--- src/rtl/core_pkg.sv ---
// rtl/core_pkg.sv - shared encodings and defaults for the hazard controller
package core_pkg;

    localparam int REG_AW_DEFAULT = 3;

    // Forwarding select encodings seen by the EX stage operand muxes
    localparam logic [1:0] FW_REG = 2'd0;
    localparam logic [1:0] FW_MEM = 2'd1;
    localparam logic [1:0] FW_WB  = 2'd2;

    typedef enum logic [1:0] {
        ST_RUN      = 2'd0,
        ST_FLUSH    = 2'd1,
        ST_MEM_WAIT = 2'd2
    } hz_state_e;

endpackage

--- src/rtl/fw_match.sv ---
// rtl/fw_match.sv - per-source forwarding comparator against the EX/MEM scoreboard
module fw_match
    import core_pkg::*;
#(
    parameter int AW = REG_AW_DEFAULT
) (
    input  logic [AW-1:0] src,
    input  logic          src_used,
    input  logic [AW-1:0] ex_dest,
    input  logic          ex_wb,
    input  logic [AW-1:0] mem_dest,
    input  logic          mem_wb,
    output logic [1:0]    sel
);

    // Younger EX producer wins over MEM; r0 is hardwired and never forwarded
    always_comb begin
        sel = FW_REG;
        if (src_used && (src != '0)) begin
            if (ex_wb && (src == ex_dest)) begin
                sel = FW_MEM;
            end else if (mem_wb && (src == mem_dest)) begin
                sel = FW_WB;
            end
        end
    end

endmodule

--- src/rtl/hazard_ctrl.sv ---
// rtl/hazard_ctrl.sv - load-use/flush/mem-wait sequencing and EX forwarding selects
// Optional feature: HAZARD_PERF_CNT_EN adds saturating stall_cnt / flush_cnt_total ports.
module hazard_ctrl
    import core_pkg::*;
#(
    parameter int REG_AW       = REG_AW_DEFAULT,
    parameter int FLUSH_CYCLES = 1
) (
    input  logic              clk,
    input  logic              rst,
    input  logic [REG_AW-1:0] id_src1,
    input  logic [REG_AW-1:0] id_src2,
    input  logic              id_src1_used,
    input  logic              id_src2_used,
    input  logic [REG_AW-1:0] id_dest,
    input  logic              id_wb_en,
    input  logic              id_load,
    input  logic              branch_taken,
    input  logic              mem_busy,
    output logic [1:0]        forwarding_sel_1,
    output logic [1:0]        forwarding_sel_2,
    output logic              freeze_front,
    output logic              freeze_back,
    output logic              bubble_ex,
    output logic              flush_if_id
`ifdef HAZARD_PERF_CNT_EN
    ,
    output logic [15:0]       stall_cnt,
    output logic [15:0]       flush_cnt_total
`endif
);

    localparam logic [1:0] FLUSH_LOAD = 2'(FLUSH_CYCLES);

    hz_state_e         state_q, state_d, eff_state;
    logic [1:0]        flush_cnt_q, flush_cnt_d;

    logic [REG_AW-1:0] ex_dest_q, ex_dest_d;
    logic              ex_wb_q, ex_wb_d;
    logic              ex_load_q, ex_load_d;
    logic [REG_AW-1:0] mem_dest_q, mem_dest_d;
    logic              mem_wb_q, mem_wb_d;

    logic [1:0]        sel1_q, sel1_d;
    logic [1:0]        sel2_q, sel2_d;
    logic [1:0]        fw_sel1, fw_sel2;

    logic              id_writes;
    logic              load_use;

    fw_match #(.AW(REG_AW)) u_fw_match_1 (
        .src      (id_src1),
        .src_used (id_src1_used),
        .ex_dest  (ex_dest_q),
        .ex_wb    (ex_wb_q),
        .mem_dest (mem_dest_q),
        .mem_wb   (mem_wb_q),
        .sel      (fw_sel1)
    );

    fw_match #(.AW(REG_AW)) u_fw_match_2 (
        .src      (id_src2),
        .src_used (id_src2_used),
        .ex_dest  (ex_dest_q),
        .ex_wb    (ex_wb_q),
        .mem_dest (mem_dest_q),
        .mem_wb   (mem_wb_q),
        .sel      (fw_sel2)
    );

    // A load in EX whose result the ID instruction needs cannot be forwarded in time
    always_comb begin
        id_writes = id_wb_en && (id_dest != '0);
        load_use  = ex_load_q && ex_wb_q &&
                    ((fw_sel1 == FW_MEM) || (fw_sel2 == FW_MEM));
    end

    // Leaving MEM_WAIT behaves like the state that was interrupted: pending flush resumes
    always_comb begin
        eff_state = state_q;
        if (state_q == ST_MEM_WAIT) begin
            eff_state = (flush_cnt_q != 2'd0) ? ST_FLUSH : ST_RUN;
        end
    end

    // Control outputs and next state; mem_busy > load-use > branch_taken
    always_comb begin
        state_d      = state_q;
        flush_cnt_d  = flush_cnt_q;
        freeze_front = 1'b0;
        freeze_back  = 1'b0;
        bubble_ex    = 1'b0;
        flush_if_id  = 1'b0;
        if (mem_busy) begin
            freeze_front = 1'b1;
            freeze_back  = 1'b1;
            state_d      = ST_MEM_WAIT;
        end else begin
            state_d = eff_state;
            if (load_use) begin
                freeze_front = 1'b1;
                bubble_ex    = 1'b1;
            end
            case (eff_state)
                ST_FLUSH: begin
                    flush_if_id = 1'b1;
                    if (flush_cnt_q <= 2'd1) begin
                        // Last flush cycle: a fresh taken branch restarts the window
                        if (branch_taken && !load_use) begin
                            state_d     = ST_FLUSH;
                            flush_cnt_d = FLUSH_LOAD;
                        end else begin
                            state_d     = ST_RUN;
                            flush_cnt_d = 2'd0;
                        end
                    end else begin
                        flush_cnt_d = flush_cnt_q - 2'd1;
                    end
                end
                default: begin
                    if (branch_taken && !load_use) begin
                        state_d     = ST_FLUSH;
                        flush_cnt_d = FLUSH_LOAD;
                    end
                end
            endcase
        end
    end

    // Scoreboard shift and forwarding select capture when the back end advances
    always_comb begin
        ex_dest_d  = ex_dest_q;
        ex_wb_d    = ex_wb_q;
        ex_load_d  = ex_load_q;
        mem_dest_d = mem_dest_q;
        mem_wb_d   = mem_wb_q;
        sel1_d     = sel1_q;
        sel2_d     = sel2_q;
        if (!freeze_back) begin
            mem_dest_d = ex_dest_q;
            mem_wb_d   = ex_wb_q;
            if (bubble_ex) begin
                ex_dest_d = '0;
                ex_wb_d   = 1'b0;
                ex_load_d = 1'b0;
                sel1_d    = FW_REG;
                sel2_d    = FW_REG;
            end else begin
                ex_dest_d = id_dest;
                ex_wb_d   = id_writes;
                ex_load_d = id_writes && id_load;
                sel1_d    = fw_sel1;
                sel2_d    = fw_sel2;
            end
        end
    end

    // State, flush counter, scoreboard and select registers
    always_ff @(posedge clk) begin
        if (rst) begin
            state_q     <= ST_RUN;
            flush_cnt_q <= 2'd0;
            ex_dest_q   <= '0;
            ex_wb_q     <= 1'b0;
            ex_load_q   <= 1'b0;
            mem_dest_q  <= '0;
            mem_wb_q    <= 1'b0;
            sel1_q      <= FW_REG;
            sel2_q      <= FW_REG;
        end else begin
            state_q     <= state_d;
            flush_cnt_q <= flush_cnt_d;
            ex_dest_q   <= ex_dest_d;
            ex_wb_q     <= ex_wb_d;
            ex_load_q   <= ex_load_d;
            mem_dest_q  <= mem_dest_d;
            mem_wb_q    <= mem_wb_d;
            sel1_q      <= sel1_d;
            sel2_q      <= sel2_d;
        end
    end

    assign forwarding_sel_1 = sel1_q;
    assign forwarding_sel_2 = sel2_q;

`ifdef HAZARD_PERF_CNT_EN
    logic [15:0] stall_cnt_q, stall_cnt_d;
    logic [15:0] flush_total_q, flush_total_d;

    // Saturating event counters; freeze_front covers both load-use and mem-wait stalls
    always_comb begin
        stall_cnt_d   = stall_cnt_q;
        flush_total_d = flush_total_q;
        if (freeze_front && (stall_cnt_q != 16'hFFFF)) begin
            stall_cnt_d = stall_cnt_q + 16'd1;
        end
        if (flush_if_id && (flush_total_q != 16'hFFFF)) begin
            flush_total_d = flush_total_q + 16'd1;
        end
    end

    // Counter registers
    always_ff @(posedge clk) begin
        if (rst) begin
            stall_cnt_q   <= 16'd0;
            flush_total_q <= 16'd0;
        end else begin
            stall_cnt_q   <= stall_cnt_d;
            flush_total_q <= flush_total_d;
        end
    end

    assign stall_cnt       = stall_cnt_q;
    assign flush_cnt_total = flush_total_q;
`endif

endmodule

--- config.mk ---
export PLATFORM = sky130hd
export DESIGN_NAME = hazard_ctrl
export DESIGN_NICKNAME = d
export VERILOG_FILES = /design/src/rtl/core_pkg.sv /design/src/rtl/fw_match.sv /design/src/rtl/hazard_ctrl.sv
export SDC_FILE = /design/constraint.sdc
export NUM_CORES = 1
export LEC_CHECK = 0
export CORE_MARGIN = 3
export CORE_UTILIZATION = 50
export DETAILED_ROUTE_END_ITERATION = 8
export PLACE_DENSITY = 0.92
export SLEW_MARGIN = 30
export SYNTH_ARGS = -nofsm -noshare
export SYNTH_HDL_FRONTEND = slang
export SYNTH_SLANG_ARGS = --single-unit
--- constraint.sdc ---
create_clock -name clk -period 3.3 [get_ports clk]
set_input_delay 0.495 -clock clk [delete_from_list [all_inputs] [get_ports clk]]
set_output_delay 0.495 -clock clk [all_outputs]
set_load 0.05 [all_outputs]
Word level (Yosys, flattened, before mapping)
Cells that the tools add are included.
{"block": "totals", "inputBits": 17, "register_bits": 17, "output_inout_bits": 8, "wordCells": 68}
{"block": "classes", "bitwise": 1, "addsub": 1, "n_lt_le_gt_ge": 1, "n_mux": 27, "eq_ne": 8, "n_reduce_logical": 20}
{"op": "2-to-1 mux 2 bit", "n": 16}
{"op": "== test 3 bit", "n": 4}
{"op": "logical AND 1 bit", "n": 11}
{"op": "2-to-1 mux 1 bit", "n": 10}
{"op": "nonzero test 3 bit", "n": 3}
{"op": "== test 2 x 1 -> 1 bit, second input constant", "n": 3}
{"op": "nonzero test 2 bit", "n": 2}
{"op": "2-to-1 mux 3 bit", "n": 1}
{"op": "== test 2 bit, second input constant", "n": 1}
{"op": "<= comparator 2 x 1 -> 1 bit, second input constant", "n": 1}
{"op": "AND reduction 2 bit", "n": 1}
{"op": "OR reduction 2 bit", "n": 1}
{"op": "subtractor 2 x 1 -> 2 bit, second input constant", "n": 1}
{"op": "zero test 1 bit", "n": 1}
{"op": "logical OR 1 bit", "n": 1}
{"op": "NOT 1 bit", "n": 1}

Longest topological paths before layout
Gate-level depths: netlist of run 1.
{"block": "depth", "word_depth": 14, "depth_mapped": 6, "depth_no_buf": 5}

Hierarchy
A second synthesis of run 1 with hierarchy kept.
{"block": "unflattened", "hier_cells": 110, "hier_area_um2": 942.2}
{"module": "hazard_ctrl", "seq_area_each_um2": 340.3, "cells_each": 88, "area_each_um2": 764.5, "instances": 1}
{"module": "fw_match", "seq_area_each_um2": 0.0, "cells_each": 11, "area_each_um2": 88.8, "instances": 2}

Worst setup path after synthesis of run 1
OpenSTA, ideal clock, no wires.
{"block": "synth_timing", "path_type": "input to output", "start": "input port id_src1[0]", "end": "output port freeze_front", "arrival_time_ps": 1519, "path_slack_ps": 1286, "n_path_buf": 1, "cell_stages": 5, "t_required_ps": 2805, "cell_sequence": "xnor2_1 > nand3_1 > o221a_2 > buf_6 > inv_1"}
{"block": "synth_via", "elab_chain_cells": 10, "word_cells_on_any_way": 14, "classes_between": "eq/ne (3); mux (5); reduce/logical (6)"}
{"element": "start: declaration", "line": "hazard_ctrl.sv:11", "rtl": "input logic [REG_AW-1:0] id_src1,"}
{"element": "== test 3 bit", "line": "fw_match.sv:22", "rtl": "end else if (mem_wb && (src == mem_dest)) begin"}
{"element": "logical AND 1 bit", "line": "fw_match.sv:22"}
{"element": "2-to-1 mux 2 bit", "line": "fw_match.sv:22"}
{"element": "2-to-1 mux 2 bit", "line": "fw_match.sv:20", "rtl": "if (ex_wb && (src == ex_dest)) begin"}
{"element": "2-to-1 mux 2 bit *", "line": "fw_match.sv:19", "rtl": "if (src_used && (src != '0)) begin"}
{"element": "== test 2 x 1 -> 1 bit *", "line": "hazard_ctrl.sv:75", "rtl": "((fw_sel1 == FW_MEM) || (fw_sel2 == FW_MEM));"}
{"element": "logical OR 1 bit *", "line": "hazard_ctrl.sv:75"}
{"element": "logical AND 1 bit *", "line": "hazard_ctrl.sv:74", "rtl": "load_use = ex_load_q && ex_wb_q &&"}
{"element": "2-to-1 mux 1 bit *", "line": "hazard_ctrl.sv:100", "rtl": "if (load_use) begin"}
{"element": "2-to-1 mux 1 bit *", "line": "hazard_ctrl.sv:94", "rtl": "if (mem_busy) begin"}
{"element": "end: declaration", "line": "hazard_ctrl.sv:22", "rtl": "output logic freeze_front,"}
Mark *: on every way between the ends. The rest lies on a longest branch, timed or not.

Worst setup path in the final report of run 1
Ends and elaborated chain as after synthesis.

==> run summary, run 1 <==
Dominant synthesized flop cell: dfxtp_1
Most instantiated cells after synthesis: dfxtp_1 (17), nor2_1 (13), nand2_1 (7)
Leak: 0.0004631 µW
RePlAce Congestion: 0.7797
Initial core utilization: 56.99%
Post-synth EDFFs: 0
Largest area contributor in the netlist: dfxtp_1
Slew Viols, Final: 0
Switching Share: 28.86%
Reg power frac: 52.6%
Proportion of layout cells with a drive suffix above 1: 10.08%
Clock transition at path regs: 0.10 ns
FP Rows: 14
Worst hold slack: 0.4743 ns
First-pass GRT wire length: 3581 µm
Ys Warns: 0
RSZ-0062 raised after global routing: false
Routed Antenna Nets: 0
Worst Path Required: 2.80 ns
Switching power: 121.4 µW
Number of global-route vias before repair: 809
Synth unique cells: 32
Postcts setup bufs: 0
Crit Path Class: input port to output port
Clock Tree Buf Depth: 2
Clk sinks: 17
Fin crit period: 2.689 ns
Die W: 49.09 µm
TritonCTS clock tree: built
Dpl hpwl: 1720 µm
CP max stage delay: 0.48 ns
DRC viols: 0
DR vias: 900
Slew @ Worst Pin: 0.6217 ns
CP Depth: 6
Root buffer cell: clkbuf_4
Most frequent cell after synthesis: dfxtp_1
Critical Path AT: 2.19 ns
Avg WL per Cell: 14.37 µm
Peak VDD IR: 242.2 µV
Crit Path Max Fanout: 9
Slew Limit Headroom: 58.42%
Outcome: completed
Syn_nets: 123
Die Area: 2410 µm²
Pin count of the biggest net entering global routing: 19
Cell family with the largest share of critical-path delay: buffers and inverters
Die Ht: 49.09 µm
# port buffers: 24
Synth top area share: 36.66%
Worst Hold Class: register to register
Top post-synthesis cells by area: dfxtp_1 (37%), xnor2_1 (5.7%), xor2_1 (5.7%)
Clock Skew: 0.007779 ns
Mean Syn Cell Area: 8.758 µm²
Sequential fraction of the synthesis area: 36.66%
Mapped Cells: 106
Critical path capture point type: output port
Max_cap viols: 0
Core area: 1629 µm²
Ys async rst share: 0%
Clock latency on the worst-skew pair: 0.29 ns
GR Overflow Total: 0
Seq cells post-synth: 17
Cts hold-fix bufs: 0
Final worst-path cycle share: 81.50%
Slowest-stage cell, CP: clkdlybuf4s50_1
PostCTS Resize Cnt: 0
Fmax: 0.3718 GHz
Bufs and invs on worst path: 3
Syn-to-layout area delta: 28.30%
Reg2reg path depth: 5
Final hold violations: 0
Setup TNS: 0 ns
PD cells: 353.1 nW/µm²
Final setup violation count: 0
Pre-Repair DR Iteration Count: 4
Worst setup SP type: input port
Detailed Route WL: 2198 µm
CTS buffer count: 3
GRT Overall Usage: 18.98%
WHS Path Cells: 2
Clock share of power: 27.0%
Net count, final: 147
CP Cell Sequence: clkdlybuf4s50_1 -> or3_1 -> nand4_1 -> o221a_2 -> inv_1 -> buf_4
Initial antenna violation count: 0
Synth Cell Area: 928.4 µm²
Io pins: 25
Antenna Cells: 0
Combinational Power Share: 20.4%
Iteration-0 DRC Markers: 49
Drt via density: 5.882
CTS H-tree depth: 1
Cell Int Power: 299.2 µW
## through the flow
step / std cells / cell area [µm²] / worst slack [ns] / utilization [%] / power [µW]
after floorplan: 106 / 928.4 / 1.286 / - / 275.9
after global placement: 149 / 1164 / 0.7385 / 71.43 / 307.1
after detailed placement: 149 / 1164 / 0.6461 / 71.43 / 310.9
after CTS: 153 / 1191 / 0.6376 / 73.12 / 420.4
after global routing: 153 / 1191 / 0.5427 / 73.12 / 438.2
final: 153 / 1191 / 0.6105 / 73.12 / 420.6
## layer usage
metal	part of all wire [%]	routed length, µm	up-vias	GRT usage [%]
met5	0	0	-	0
met4	1.3	28	0	9.953
met3	7.5	165	6	4.281
met2	52	1153	49	30.80
met1	39	850	419	23.09
li1	-	-	426	-
## power groups by stage
stage / Combinational, µW / Clock (µW) / Sequential (µW)
global placement: 81.7 / 0 / 225
detailed placement: 85.1 / 0 / 226
CTS: 85.3 / 114 / 221
floorplan: 52.2 / 0 / 224
finish: 86.0 / 113 / 221
global route: 91.9 / 124 / 222
## final cells by class
class	count	area (µm²)
multi-input combinational	78	534.3
fill	135	437.9
sequential	17	340.3
timing repair buffer	25	240.2
tap	24	30.03
clock buffer	3	22.52
inverter	5	18.77
clock inverter	1	5.005
## worst paths after layout
check                        endpoint           startpoint  slack [ns]
setup reg to reg       flush_cnt_q[1]         ex_dest_q[1]        1.69
setup / recovery         freeze_front           id_src1[0]        0.61
hold / removal    forwarding_sel_2[1]  forwarding_sel_2[1]        0.47
hold reg to reg   forwarding_sel_2[1]  forwarding_sel_2[1]        0.47
## layout by cell type (no fill, tap or decap), types with 2 or more instances in the layout
master / Yosys / routed
xnor2_1: 6 / 6
mux2i_1: 4 / 4
o21ai_0: 2 / 2
clkbuf_4: 0 / 3
dfxtp_1: 17 / 17
a22oi_1: 5 / 5
nand3_1: 3 / 3
nor2_1: 13 / 13
nor4_1: 2 / 2
clkdlybuf4s50_1: 0 / 21
or3_1: 2 / 2
nand2_1: 7 / 7
o21a_1: 2 / 2
xor2_1: 6 / 6
nand4_1: 6 / 6
nand2b_1: 3 / 3
buf_4: 1 / 4
a21oi_1: 5 / 5
inv_1: 5 / 5
## worst min-delay path: cells and delay by family (launching register included)
kind	cells	cell delay, ns
compound gates	1	0.05
simple gates	1	0.06
flops	1	0.33
## flip-flops by register name (all words and copies together) (netlist names)
name              flops
mem_dest_q            3
ex_dest_q             3
forwarding_sel_1      2
mem_wb_q              1
flush_cnt_q           2
ex_wb_q               1
ex_load_q             1
forwarding_sel_2      2
state_q               2
## cells by family (layout without fill, tap and decap cells)
kind of cell           count (synthesis)  count (layout)  share of synthesized area (%)
XOR/XNOR                              12              12                          11.32
buffers and inverters                 11              34                          5.795
AND/OR/NAND/NOR                       39              39                          20.35
flip-flops                            17              17                          36.66
AO/OA/AOI/OAI                         23              23                          21.56
multiplexers                           4               4                          4.313
Power figures use the tool's default switching activity.
==> inputs of run 2 (changes only) <==
CORE_UTILIZATION = 42   (was 50)
PLACE_DENSITY = 0.84   (was 0.92)
clock period = 2.4 ns   (was 3.3 ns; I/O delays follow)
==> run 2 against run 1 <==
  * Wire length is 3.5% lower
  * Sequential share of layout area is 1.5 points lower
  * Flip-flop and latch count stayed put
  * Setup slack worse by 0.42 ns
  * Critical path depth stayed put
  * Register-to-register slack worse by 0.91 ns
  * Combinational power is 48% higher
  * Design area is 5.6% higher
  * Clock power is 36% higher
  * First-iteration DRC count is 41% lower
  * Sequential power is 38% higher
  * Highest routed layer unchanged
==> run summary, run 2 (synthesis results as in run 1) <==
Final hold violations: 0
Slowest-stage cell, CP: clkdlybuf4s50_1
Commonest non-fill, non-tap cell in the layout: clkdlybuf4s50_1
Die W: 53.02 µm
Slew Limit Headroom: 59.78%
Setup TNS: 0 ns
Clock Skew: 0.004381 ns
Slew Viols, Final: 0
Clock transition at path regs: 0.10 ns
Largest registers: ex_dest_q (3), mem_dest_q (3)
Io pins: 25
Clock Tree Buf Depth: 2
Outcome: completed
Antenna Cells: 0
Fmax: 0.4523 GHz
Number of global-route vias before repair: 799
PostCTS Resize Cnt: 0
Reg2reg path depth: 6
Iteration-0 DRC Markers: 29
Cts hold-fix bufs: 0
Final worst-path cycle share: 92.11%
Global routing's busiest layer: met2
Final cell count without fillers: 158
R2R Path End: ex_dest_q[0]
Core area: 2022 µm²
Worst Setup SP: id_src1[0]
GR Overflow Total: 0
Routed Antenna Nets: 0
GRT Overall Usage: 16.62%
Clk sinks: 17
Max_cap viols: 0
Worst R2R Start: ex_dest_q[0]
Initial antenna violation count: 0
Pin count of the biggest net entering global routing: 18
Proportion of layout cells with a drive suffix above 1: 12.21%
Pre-Repair DR Iteration Count: 4
CTS H-tree depth: 1
R2r setup slk: 0.78 ns
CP Cell Sequence: clkdlybuf4s50_1 -> or3_1 -> nand2_1 -> nor2_1 -> o2111a_1 -> buf_12
Root buffer cell: clkbuf_4
Dpl hpwl: 1756 µm
Detailed Route WL: 2121 µm
Die Ht: 53.02 µm
# port buffers: 24
DR vias: 863
Die Area: 2811 µm²
Crit path to: bubble_ex
Critical path capture point type: output port
RePlAce Congestion: 0.9338
Global-route track usage on met1: 17.38%
Peak VDD IR: 329.1 µV
Fin crit period: 2.211 ns
Grt met3 use: 3.380%
RSZ-0062 raised after global routing: false
Worst Path Required: 2.04 ns
Leak: 0.0004884 µW
FP Rows: 16
Most frequent cells in the layout: clkdlybuf4s50_1 (20), dfxtp_1 (17), nor2_1 (13)
Slew @ Worst Pin: 0.6014 ns
Syn-to-layout area delta: 35.45%
Crit Path Max Fanout: 3
TritonCTS clock tree: built
Final setup violation count: 0
Postcts setup bufs: 0
GR Util met2: 31.82%
Net count, final: 149
Critical Path AT: 1.85 ns
PD cells: 465.4 nW/µm²
CTS buffer count: 3
DRC viols: 0
Drt via density: 5.462
Crit Path Class: input port to output port
CP max stage delay: 0.46 ns
Worst Hold Class: register to register
Worst setup SP type: input port
Clock latency on the worst-skew pair: 0.29 ns
Initial core utilization: 45.92%
First-pass GRT wire length: 3367 µm
Placed insts: 154
Avg WL per Cell: 13.42 µm
run 2: critical path, delay by kind of cell:
family / cells / cell delay [ns]
buffers and inverters: 2 / 0.62
and+or+nand+nor: 3 / 0.58
AOI/OAI and AO/OA: 1 / 0.29
run 2: worst min-delay path by stage:
stage | endpoint | startpoint | depth (start not counted)
floorplan | flush_cnt_q[1] | flush_cnt_q[1] | 2
global placement | forwarding_sel_1[1] | forwarding_sel_1[1] | 2
detailed placement | forwarding_sel_2[1] | forwarding_sel_2[1] | 2
CTS | forwarding_sel_2[1] | forwarding_sel_2[1] | 2
global route | forwarding_sel_2[1] | forwarding_sel_2[1] | 2
finish | forwarding_sel_2[1] | forwarding_sel_2[1] | 2
run 2: layer usage:
| metal | share of wire [%] | vias up |
|---|---|---|
| met5 | 0 | - |
| met4 | 1.1 | 0 |
| met3 | 7.3 | 3 |
| met2 | 53 | 36 |
| met1 | 38 | 398 |
| li1 | - | 426 |
run 2: final cells by class:
class	count	area [µm²]
clock buffer	3	22.52
tap	27	33.78
timing repair buffer	27	302.8
sequential	17	340.3
inverter	5	18.77
multi-input combinational	78	534.3
fill	177	764.5
clock inverter	1	5.005
run 2: power breakdown:
group	internal [µW]	total [µW]	switching, µW
logic	65.5	127	61.4
registers	292	304	12.3
clock network	62.0	154	92.1
run 2: stage by stage:
| stage | util, % | power, µW | setup slack [ns] | hold slack [ns] | cell area, µm² |
|---|---|---|---|---|---|
| after floorplan | - | 379.3 | 0.6556 | 0.4580 | 928.4 |
| after global placement | 60.83 | 432.7 | 0.2269 | 0.4559 | 1230 |
| after detailed placement | 60.83 | 437.5 | 0.1868 | 0.4566 | 1230 |
| after CTS | 62.19 | 588.3 | 0.1865 | 0.4713 | 1257 |
| after global routing | 62.19 | 612.2 | 0.1124 | 0.4887 | 1257 |
| final | 62.19 | 585.2 | 0.1893 | 0.4723 | 1257 |
